### src/rtl/mux_read_arbiter.sv
// -----------------------------------------------------------------------------
// mux_read_arbiter
//
// Shares the single read port of a 512-entry (2**ADDR) table mux among NREQ
// read clients (fetch, operand read, debug, ...). Each cycle at most one
// requester is granted in round-robin order. The granted index is registered
// onto sel_o. The mux output, which settles combinationally from sel_o, is
// captured one cycle later into a response register. That register is returned
// together with the ID of the requester that owns it.
//
// Ports
//   clk_i        in   1            clock, rising edge
//   rst_ni       in   1            asynchronous reset, active-low
//   req_valid_i  in   NREQ         per-requester read request
//   req_addr_i   in   NREQ*ADDR    per-requester entry index (requester r in
//                                  bits [r*ADDR +: ADDR])
//   req_ready_o  out  NREQ         one-hot grant
//   sel_o        out  ADDR         registered select to the mux
//   mux_data_i   in   N            mux output, combinational from sel_o
//   rsp_valid_o  out  1            response register holds valid data
//   rsp_id_o     out  IDW          requester that owns the response
//   rsp_data_o   out  N            captured entry data
//   rsp_ready_i  in   1            consumer accepts the response
//
// Handshakes: a transfer happens on a rising edge where valid & ready are both
// high. A valid source keeps its payload stable until that transfer. ready may
// depend combinationally on valid. The request side has no obligation to keep
// valid asserted while it is not granted: dropping a request or changing its
// address before the grant has no side effects.
// -----------------------------------------------------------------------------
module mux_read_arbiter #(
    parameter int N    = 4,
    parameter int ADDR = 9,
    parameter int NREQ = 4,
    localparam int IDW = (NREQ > 1) ? $clog2(NREQ) : 1
) (
    input  logic                   clk_i,
    input  logic                   rst_ni,
    input  logic [NREQ-1:0]        req_valid_i,
    input  logic [NREQ*ADDR-1:0]   req_addr_i,
    output logic [NREQ-1:0]        req_ready_o,
    output logic [ADDR-1:0]        sel_o,
    input  logic [N-1:0]           mux_data_i,
    output logic                   rsp_valid_o,
    output logic [IDW-1:0]         rsp_id_o,
    output logic [N-1:0]           rsp_data_o,
    input  logic                   rsp_ready_i
);

    // Pipeline stage S1: an accepted request whose address is on sel_o. The
    // mux output for that address is settling during this cycle.
    logic           s1_valid;
    logic [IDW-1:0] s1_id;

    // Requester searched first in the next arbitration round.
    logic [IDW-1:0] rr_ptr;

    logic           adv_rsp;
    logic           adv_s1;
    logic           grant_en;
    logic           grant;
    logic [IDW-1:0] winner;
    logic [IDW-1:0] winner_next;
    logic [IDW:0]   cand;
    logic           found;

    // Advance rules. The response register frees up when empty or when
    // drained this cycle. S1 may move forward when it is empty or when the
    // response register can take its contents. A drain and a new capture in
    // the same cycle are allowed, so the stream has no bubble.
    assign adv_rsp  = !rsp_valid_o || rsp_ready_i;
    assign adv_s1   = !s1_valid || adv_rsp;
    // Grants are suppressed while reset is held. Otherwise a requester could
    // see a handshake that the reset then throws away.
    assign grant_en = adv_s1 && rst_ni;

    // Round-robin search starting at rr_ptr, wrapping NREQ-1 -> 0. cand is one
    // bit wider than an ID, so rr_ptr + i cannot overflow before the wrap.
    always_comb begin
        winner      = '0;
        found       = 1'b0;
        cand        = '0;
        req_ready_o = '0;
        for (int i = 0; i < NREQ; i++) begin
            cand = {1'b0, rr_ptr} + (IDW+1)'(i);
            if (cand >= (IDW+1)'(NREQ)) begin
                cand = cand - (IDW+1)'(NREQ);
            end
            if (!found && req_valid_i[cand[IDW-1:0]]) begin
                found  = 1'b1;
                winner = cand[IDW-1:0];
            end
        end
        if (grant_en && found) begin
            req_ready_o[winner] = 1'b1;
        end
    end

    assign grant = grant_en && found;

    // Pointer moves to the requester just after the winner, so the winner has
    // the lowest priority in the next round.
    assign winner_next = (winner == IDW'(NREQ-1)) ? '0 : winner + 1'b1;

    // Stage S1 and the select register.
    always_ff @(posedge clk_i or negedge rst_ni) begin
        if (!rst_ni) begin
            s1_valid <= 1'b0;
            s1_id    <= '0;
            sel_o    <= '0;
            rr_ptr   <= '0;
        end else begin
            if (grant) begin
                s1_valid <= 1'b1;
                s1_id    <= winner;
                sel_o    <= req_addr_i[int'(winner)*ADDR +: ADDR];
                rr_ptr   <= winner_next;
            end else if (adv_s1) begin
                // sel_o keeps its last value, so the mux input does not toggle
                // while idle.
                s1_valid <= 1'b0;
            end
        end
    end

    // Response register. mux_data_i belongs to the S1 entry because sel_o was
    // loaded on the same edge that filled S1.
    always_ff @(posedge clk_i or negedge rst_ni) begin
        if (!rst_ni) begin
            rsp_valid_o <= 1'b0;
            rsp_id_o    <= '0;
            rsp_data_o  <= '0;
        end else begin
            if (s1_valid && adv_rsp) begin
                rsp_valid_o <= 1'b1;
                rsp_id_o    <= s1_id;
                rsp_data_o  <= mux_data_i;
            end else if (adv_rsp) begin
                rsp_valid_o <= 1'b0;
            end
        end
    end

endmodule

### config.mk
export PLATFORM = sky130hd
export DESIGN_NAME = mux_read_arbiter
export DESIGN_NICKNAME = d
export VERILOG_FILES = /design/src/rtl/mux_read_arbiter.sv
export SDC_FILE = /design/constraint.sdc
export NUM_CORES = 1
export LEC_CHECK = 0
export ABC_CLOCK_PERIOD_IN_PS = 2990
export BUFFER_PORTS_ARGS = -buffer_cell sky130_fd_sc_hd__buf_2
export CORE_ASPECT_RATIO = 1.4
export CORE_MARGIN = 4
export CORE_UTILIZATION = 44
export CTS_CLUSTER_SIZE = 16
export DETAILED_ROUTE_END_ITERATION = 7
export PLACE_DENSITY_LB_ADDON = 0.15
export SLEW_MARGIN = 20
export SYNTH_ARGS = -nofsm -noshare
export SYNTH_HDL_FRONTEND = slang
export SYNTH_SLANG_ARGS = --single-unit
### constraint.sdc
create_clock -name clk_i -period 2.99 [get_ports clk_i]
set_input_delay 0.897 -clock clk_i [delete_from_list [all_inputs] [get_ports clk_i]]
set_output_delay 0.897 -clock clk_i [all_outputs]
set_load 0.03 [all_outputs]
Yosys cells after proc, flatten, opt, wreduce, memory -nomap -nowiden. Cells that the tools add are included.

Word-level logic and storage cells: 72. Output and inout port bits: 20. Register bits: 21.

$mul: 1. Add/sub/neg operators: 8. Order comparisons: 10. Shifts and indexed selects: 1. Eq/ne operators: 1. Reductions and logical operators: 16. Mux-type cells: 28.

Operators with widths (count): 36-bit by 7-bit indexed part select with 9-bit output (1); 2-bit two-way mux (9); 2-bit by 3-bit less-than comparator with 1-bit output (second input constant) (5); 1-bit two-way mux (13); 3-bit greater-or-equal comparator (second input constant) (3); 1-bit binary-select mux with 2-bit select (4); 2-bit by 1-bit subtractor with 2-bit output (second input constant) (4); 1-bit logical AND (7); 2-bit by 2-bit adder with 3-bit output (second input constant) (2); 2-bit by 4-bit multiplier with 6-bit output (second input constant) (1); 1-bit logical NOT (5); 4-bit two-way mux (1); 2-bit nonzero test (2); 2-bit by 1-bit adder with 3-bit output (second input constant) (1); 2-bit by 3-bit greater-or-equal comparator with 1-bit output (second input constant) (1); 2-bit by 1-bit adder with 2-bit output (second input constant) (1); 1-bit demux with 2-bit select (1); 2-bit == test (second input constant) (1); 2-bit by 1-bit greater-or-equal comparator with 1-bit output (second input constant) (1); 1-bit logical OR (2).

Longest topological paths before layout. Gate-level depths: netlist of the first run.

Depth in word-level cells: 19. Mapped depth: 8. Mapped depth without buffers: 7.

Worst setup path before layout of the first run. OpenSTA, ideal clock, no wires.

Path type: input-to-output. Start point: input req_valid_i[1]. End point: output req_ready_o[0]. Arrival: 1997 ps. Setup slack: 96 ps. Cell stages on the path: 6. Required time: 2093 ps. Path through: nand2b_1 > a21oi_1 > a211oi_2 > nand2b_2 > buf_6 > nor2_1.

Longest elaborated chain between the ends: 17. Elaborated cells on any way between the ends: 29. Classes of those cells: order compare: 2; mux: 19; reduce/logical: 8.

RTL lines: start: declaration (line 39) `input logic [NREQ-1:0] req_valid_i,`; 1-bit binary-select mux with 2-bit select (line 89) `if (!found && req_valid_i[cand[IDW-1:0]]) begin`; 1-bit two-way mux (implied by the code) (line 89); 1-bit two-way mux (line 89); 1-bit logical NOT (line 89); 1-bit logical AND (line 89); 1-bit two-way mux (line 89); 1-bit logical NOT (line 89); 1-bit logical AND (line 89); 1-bit two-way mux (line 89); 1-bit logical NOT (line 89); 1-bit logical AND (line 89); 2-bit two-way mux (line 89); 2-bit by 3-bit less-than comparator with 1-bit output (implied by the code) / 2-bit by 1-bit greater-or-equal comparator with 1-bit output (equally long branches) (line 95) `req_ready_o[winner] = 1'b1;`; 1-bit logical AND (implied by the code) (line 95); 1-bit two-way mux (implied by the code) (line 95); 1-bit demux with 2-bit select (line 95); 4-bit two-way mux (*) (line 94) `if (grant_en && found) begin`; end: declaration (line 41) `output logic [NREQ-1:0] req_ready_o,`.

Every way passes the cells marked *; elsewhere a longest branch is shown, timed or not. The select of a mux whose other input is x is not followed.

Final worst setup path of the first run.
Start point: input req_valid_i[1]. End point: output req_ready_o[3].

The elaborated chain is that of the path after synthesis.

==> metrics, run 1 <==
die height between 70 and 80 um; outcome finished clean; top-level port count between 60 and 70; post-CTS sizing 0; total grt overflow 0; GPL Wtd Cong ~0.68; Yosys cell types 25; Worst Setup SP req_valid_i[1]; Worst Path Required between 2 and 2.5 ns; worst hold margin 0.487 ns; Placement Cell Area 0.00157 mm^2; area grow syn2layout 31.6%; critical setup path kind in2out; fin nets between 200 and 250; final hold vios 0; hpwl dp 2310 um; most common cell after layout, fill and taps aside buf_2; average size of a mapped cell approximately 11 um^2; initial antenna violation count 0; Total GRT Usage 0.168; share of cells above drive strength 1 0.537; reg2reg setup slack 1.22 ns; Total Wirelength around 2900 um; Post-Syn Area about 0.0012 mm^2; Die Area around 0.0037 mm^2; vias in the first global route 1147; post-route cell area approximately 0.0016 mm^2; PortBufs 66; skew final approximately 0.0085 ns; Final setup viols 0; Max Freq roughly 0.35 GHz; Slew HR 0.659; DRT antenna net count 0; sum of negative setup slack 0 ns; max incr delay on CP 0.29 ns; sequential fraction of the synthesis area 0.433; Max Slew Vio Count 0; DRT Pass-1 Iters 3; Vias 1061; antenna cell count 0; H-Tree Depth 1; vias per inst roughly 5.0; worst r2r path cells 6; CTS Buffer Depth 2; Lkg Pwr about 0.00086 uW; Critical R2R Launch rr_ptr[0]; Root Driver clkbuf_4; WP data arrival between 1.5 and 2 ns; Period minus WS final 2.88 ns; setup bufs post-CTS 0; Critical Path End Type primary output; Tcrit/Tclk final 0.963; Num CTS Buffers 3; Seq cells post-synth 21; Initial Utilization 0.460; Slowest-stage cell, CP a211oi_2; Pwr Density about 750 mW/mm^2; Worst Tran Pin Value roughly 0.51 ns; critical path fanouts, max 5; Syn. warnings 0; worst skew pair latency approximately 0.3 ns; Die Wd between 50 and 60 um; fill count roughly 260; Cells after Synth 106; num rows 22; Post-Layout Cell Count 211; FF-to-FF End sel_o[3]; CTS tree done; CTS Hold Buffers Added 0; First DRT Iteration DRCs 26; critical path's most frequent cell buf_2; RSZ-0062 raised after global routing false; most frequent cells in the layout buf_2, dfrtp_1, nand2_1, mux2i_1, o221ai_2; CTS sink cnt 21; Syn Nets 154; critical path launch point type input pin; crit path capture req_ready_o[3]; core area roughly 0.0026 mm^2; Clk pin slew, worst setup/hold paths about 0.11 ns; first-pass GRT wire length about 4700 um; # DRC 0; Inst Count DP ~210; Worst VDD drop 0.469 mV; # Max-Cap Violations 0; DR WL/cell 13.6 um; crit path cell chain buf_2, nand2b_1, a21oi_1, a211oi_2, ha_1, and2_1, buf_2; pin count of the biggest net entering global routing 22; worst hold path type reg2reg
==> kinds of logic after synthesis <==
family                   Yosys count  synth area share
AO/OA/AOI/OAI                     20             0.184
flip-flops                        21             0.433
multiplexers                      24             0.204
AND/OR/NAND/NOR                   31             0.116
adder cells (fa/ha/maj)            1            0.0103
buffers and inverters              9            0.0525
==> routing by layer <==
layer / vias up / global-route usage / wire length, um
li1: 518 / - / -
met1: 506 / 0.166 / 1080
met2: 35 / 0.325 / 1590
met3: 2 / 0.0277 / 172
met4: 0 / 0.0682 / 23
met5: - / 0 / 0
==> layout make-up <==
cell class              instances  area, um^2  area share
clock buffers                   3        22.5      0.0141
clock inverters                 1        5.00     0.00313
inverters                       4        15.0     0.00939
multi-input cells              76         626       0.391
flip-flops and latches         21         526       0.329
well taps                      36        45.0      0.0282
repair buffers                 70         360       0.225
==> worst min-delay path by stage <==
stage / startpoint / depth (start not counted) / endpoint / slack, ns
2_1_floorplan: s1_id[0] / 2 / s1_id[0] / 0.44
3_3_place_gp: s1_id[0] / 2 / s1_id[0] / 0.46
3_5_place_dp: s1_id[0] / 2 / s1_id[0] / 0.46
4_1_cts: s1_id[0] / 2 / s1_id[0] / 0.49
5_1_grt: s1_id[0] / 2 / s1_id[0] / 0.53
6_report: s1_id[0] / 2 / s1_id[0] / 0.49
==> flip-flops by register name (all words and copies together) (netlist names) <==
register,flops
s1_id,2
rsp_data_o,4
s1_valid,1
sel_o,9
rr_ptr,2
rsp_id_o,2
rsp_valid_o,1
==> stage by stage <==
step / total power, uW / util / setup slack [ns]
2_1_floorplan: 912 / - / 0.0963
3_3_place_gp: 1060 / 0.595 / 0.139
3_5_place_dp: 1080 / 0.595 / 0.105
4_1_cts: 1220 / 0.605 / 0.100
5_1_grt: 1280 / 0.605 / 0.0155
6_report: 1200 / 0.605 / 0.110
==> report_power, final <==
part	internal [uW]	switching (uW)
clock	49.8	82.7
sequential	379	59.9
combinational	243	384
total	672	526
==> critical path: cells and delay by family <==
kind	cells	cell delay (ns)
compound gates	2	0.37
buf+inv	2	0.31
simple gates	2	0.22
fa+ha+maj	1	0.18
==> Yosys cell counts <==
cell type	n	share of area
a21o_1	1	0.0062
and2_1	1	0.0052
mux2i_1	18	0.15
nand2b_2	1	0.0072
a21oi_1	2	0.0082
nand2b_1	5	0.026
nand2_2	1	0.0052
o21a_1	1	0.0062
inv_1	4	0.012
dfrtp_1	21	0.43
o21ai_0	1	0.0041
mux2_2	6	0.056
o41ai_2	1	0.013
nor2_1	4	0.012
buf_6	3	0.028
o221ai_2	7	0.087
o221ai_1	2	0.014
nand2_1	18	0.056
buf_4	2	0.012
nor2b_1	1	0.0052
ha_1	1	0.010
a21oi_2	2	0.014
o21bai_4	1	0.015
o22ai_1	1	0.0052
a211oi_2	1	0.010
Power figures use the tool's default switching activity.
==> run 2, diff against run 1 <==
Settings changed: ABC_CLOCK_PERIOD_IN_PS 2990 to 2700.
Clock period 2.99 ns to 2.7 ns, I/O delays scaled along.
==> run 2 against run 1 <==
Net effect:
- via count grew 0.57%
- wire length up 2.8%
- worst hold slack better by 0.010 ns
- largest cell class unchanged
- clock-buffer cell count did not move
==> metrics, run 2 (synthesis results as in run 1) <==
outcome finished clean; Die Area 0.00368 mm^2 (unchanged); antenna cell count 0 (unchanged); Worst VDD drop 0.504 mV (+7.5%); Comb pwr share 0.533 (+0.010); Final setup viols 0 (unchanged); Min-Delay Startpoint sel_o[8]; Pwr Density 812 mW/mm^2 (+8.3%); Largest register FFs 9 (unchanged); Num CTS Buffers 3 (unchanged); share of cells above drive strength 1 0.596 (+0.0584); worst hold margin 0.498 ns (+0.0103 ns); # DRC 0 (unchanged); pin count of the biggest net entering global routing 22 (unchanged); Clock Power Share 0.110 (about the same); PortBufs 66 (unchanged); worst hold path type reg2reg; Inst Count DP 210 (+1.4%); P_int 772 uW (+15%); Total Wirelength 2940 um (+2.8%); CP Buf/Inv Count 2 (unchanged); most frequent cells in the layout buf_2, dfrtp_1, nand2_1, mux2i_1, buf_4; Tcrit/Tclk final 0.990; Largest regs sel_o: 9 flops, rsp_data_o: 4 flops; total grt overflow 0 (unchanged); Net Sw Frac 0.439 (about the same); Die Wd 52.4 um (unchanged); First DRT Iteration DRCs 38 (+46%); reg2reg setup slack 0.97 ns (-0.25 ns); Slowest-stage cell, CP a211oi_2; Biggest register sel_o; Critical R2R Launch rr_ptr[0]; Flop pwr share 0.357 (-0.009); # Max-Cap Violations 0 (unchanged); Worst Tran Pin Value 0.522 ns (+0.00935 ns); fill count 243 (-8.0%); hpwl dp 2370 um (+2.9%); CTS sink cnt 21 (unchanged); multi-input logic area 666 um^2 (+6.4%); max incr delay on CP 0.30 ns (about the same); GPL Wtd Cong 0.691 (+1.2%); most common cell after layout, fill and taps aside buf_2; H-Tree Depth 1 (unchanged); Clk pin slew, worst setup/hold paths 0.12 ns (about the same); Reg area 526 um^2 (unchanged); final hold vios 0 (unchanged); CTS Hold Buffers Added 0 (unchanged); Period minus WS final ~2.7 ns; worst skew pair latency 0.30 ns (about the same); vias in the first global route 1124 (-2.0%); Lkg Pwr 0.000895 uW (+3.9%); crit path cell chain buf_2, o22ai_2, a211oi_2, ha_2, and2_2, buf_6; skew final 0.00301 ns (-0.00545 ns); Critical Path End Type primary output; core area 0.00264 mm^2 (unchanged); CTS Buffer Depth 2 (unchanged); initial antenna violation count 0 (unchanged); fin nets 227 (+1.3%); Max Freq about 0.37 GHz; num rows 22 (unchanged); NetSw 604 uW (+15%); Slew HR 0.652 (-0.00624); Vias 1067 (+0.57%); Max Slew Vio Count 0 (unchanged); first-pass GRT wire length 4680 um (unchanged); sum of negative setup slack 0 ns (unchanged); die height 70.2 um (unchanged); area grow syn2layout 39.4%; Total GRT Usage 0.162 (-0.00592); DR WL/cell 13.7 um (+1.3%); top-level port count 67 (unchanged); DRT Pass-1 Iters 4 (+1); WP data arrival 1.86 ns (-0.12 ns); DRT antenna net count 0 (unchanged); Top Family by Delay on Critical Path compound AO/OA/AOI/OAI gates; Root Driver clkbuf_4; critical path fanouts, max 4 (-1); Post-Layout Cell Count 214 (+1.4%); vias per inst 4.99 (-0.84%); CTS tree done; critical path launch point type input pin; post-layout util 0.641 (+0.0360); critical setup path kind in2out; Worst Path Required 1.89 ns (-0.20 ns); Initial Utilization 0.460 (unchanged); Worst Setup SP req_valid_i[3]
run 2: worst reg2reg max path, stage by stage, from the launching register on:
cell	delay [ns]
dfrtp_1	0.46
nand2b_4	0.17
a21oi_2	0.12
o21bai_4	0.14
buf_4	0.32
mux2i_1	0.30
o221ai_2	0.11
run 2: timing repair:
item	in CTS	in global routing
cloned	0	0
endpoints found under the setup margin	2	4
buffers inserted	0	0
gates resized for setup	2	18
pin swaps	2	4
run 2: path summary, 6_finish.rpt:
check | cells after the start | endpoint
max in group asynchronous | 2 | sel_o[8]
min | 2 | sel_o[8]
max reg2reg | 6 | sel_o[4]
min in group asynchronous | 2 | s1_valid
max | 6 | req_ready_o[3]
min reg2reg | 2 | sel_o[8]
run 2: stage by stage:
step / instance area [um^2] / worst slack, ns / total power [uW]
after global placement: 1600 / 0.0269 / 1190
after CTS: 1630 / -0.00135 / 1370
final: 1690 / 0.0259 / 1380
after global routing: 1690 / -0.0180 / 1470
after detailed placement: 1600 / -0.0464 / 1210
after floorplan: 1220 / -0.0197 / 1010
run 2: layout make-up:
type | count | area share
multi-input combinational | 76 | 0.393
inverter | 4 | 0.0103
clock inverter | 1 | 0.00443
timing repair buffer | 73 | 0.242
clock buffer | 3 | 0.0133
sequential | 21 | 0.310
tap | 36 | 0.0266
run 2: routing by layer:
metal,GRT usage,vias up,part of all wire
li1,-,528,-
met1,0.185,498,0.36
met2,0.301,37,0.57
met3,0.0256,4,0.059
met4,0.0398,0,0.0061
met5,0,-,0
run 2: power by group through the flow:
| stage | clock, uW | combinational (uW) | sequential, uW |
|---|---|---|---|
| 2_1_floorplan | 0 | 356 | 654 |
| 3_3_place_gp | 0 | 700 | 485 |
| 3_5_place_dp | 0 | 718 | 494 |
| 4_1_cts | 158 | 719 | 489 |
| 5_1_grt | 176 | 787 | 506 |
| 6_report | 152 | 733 | 491 |
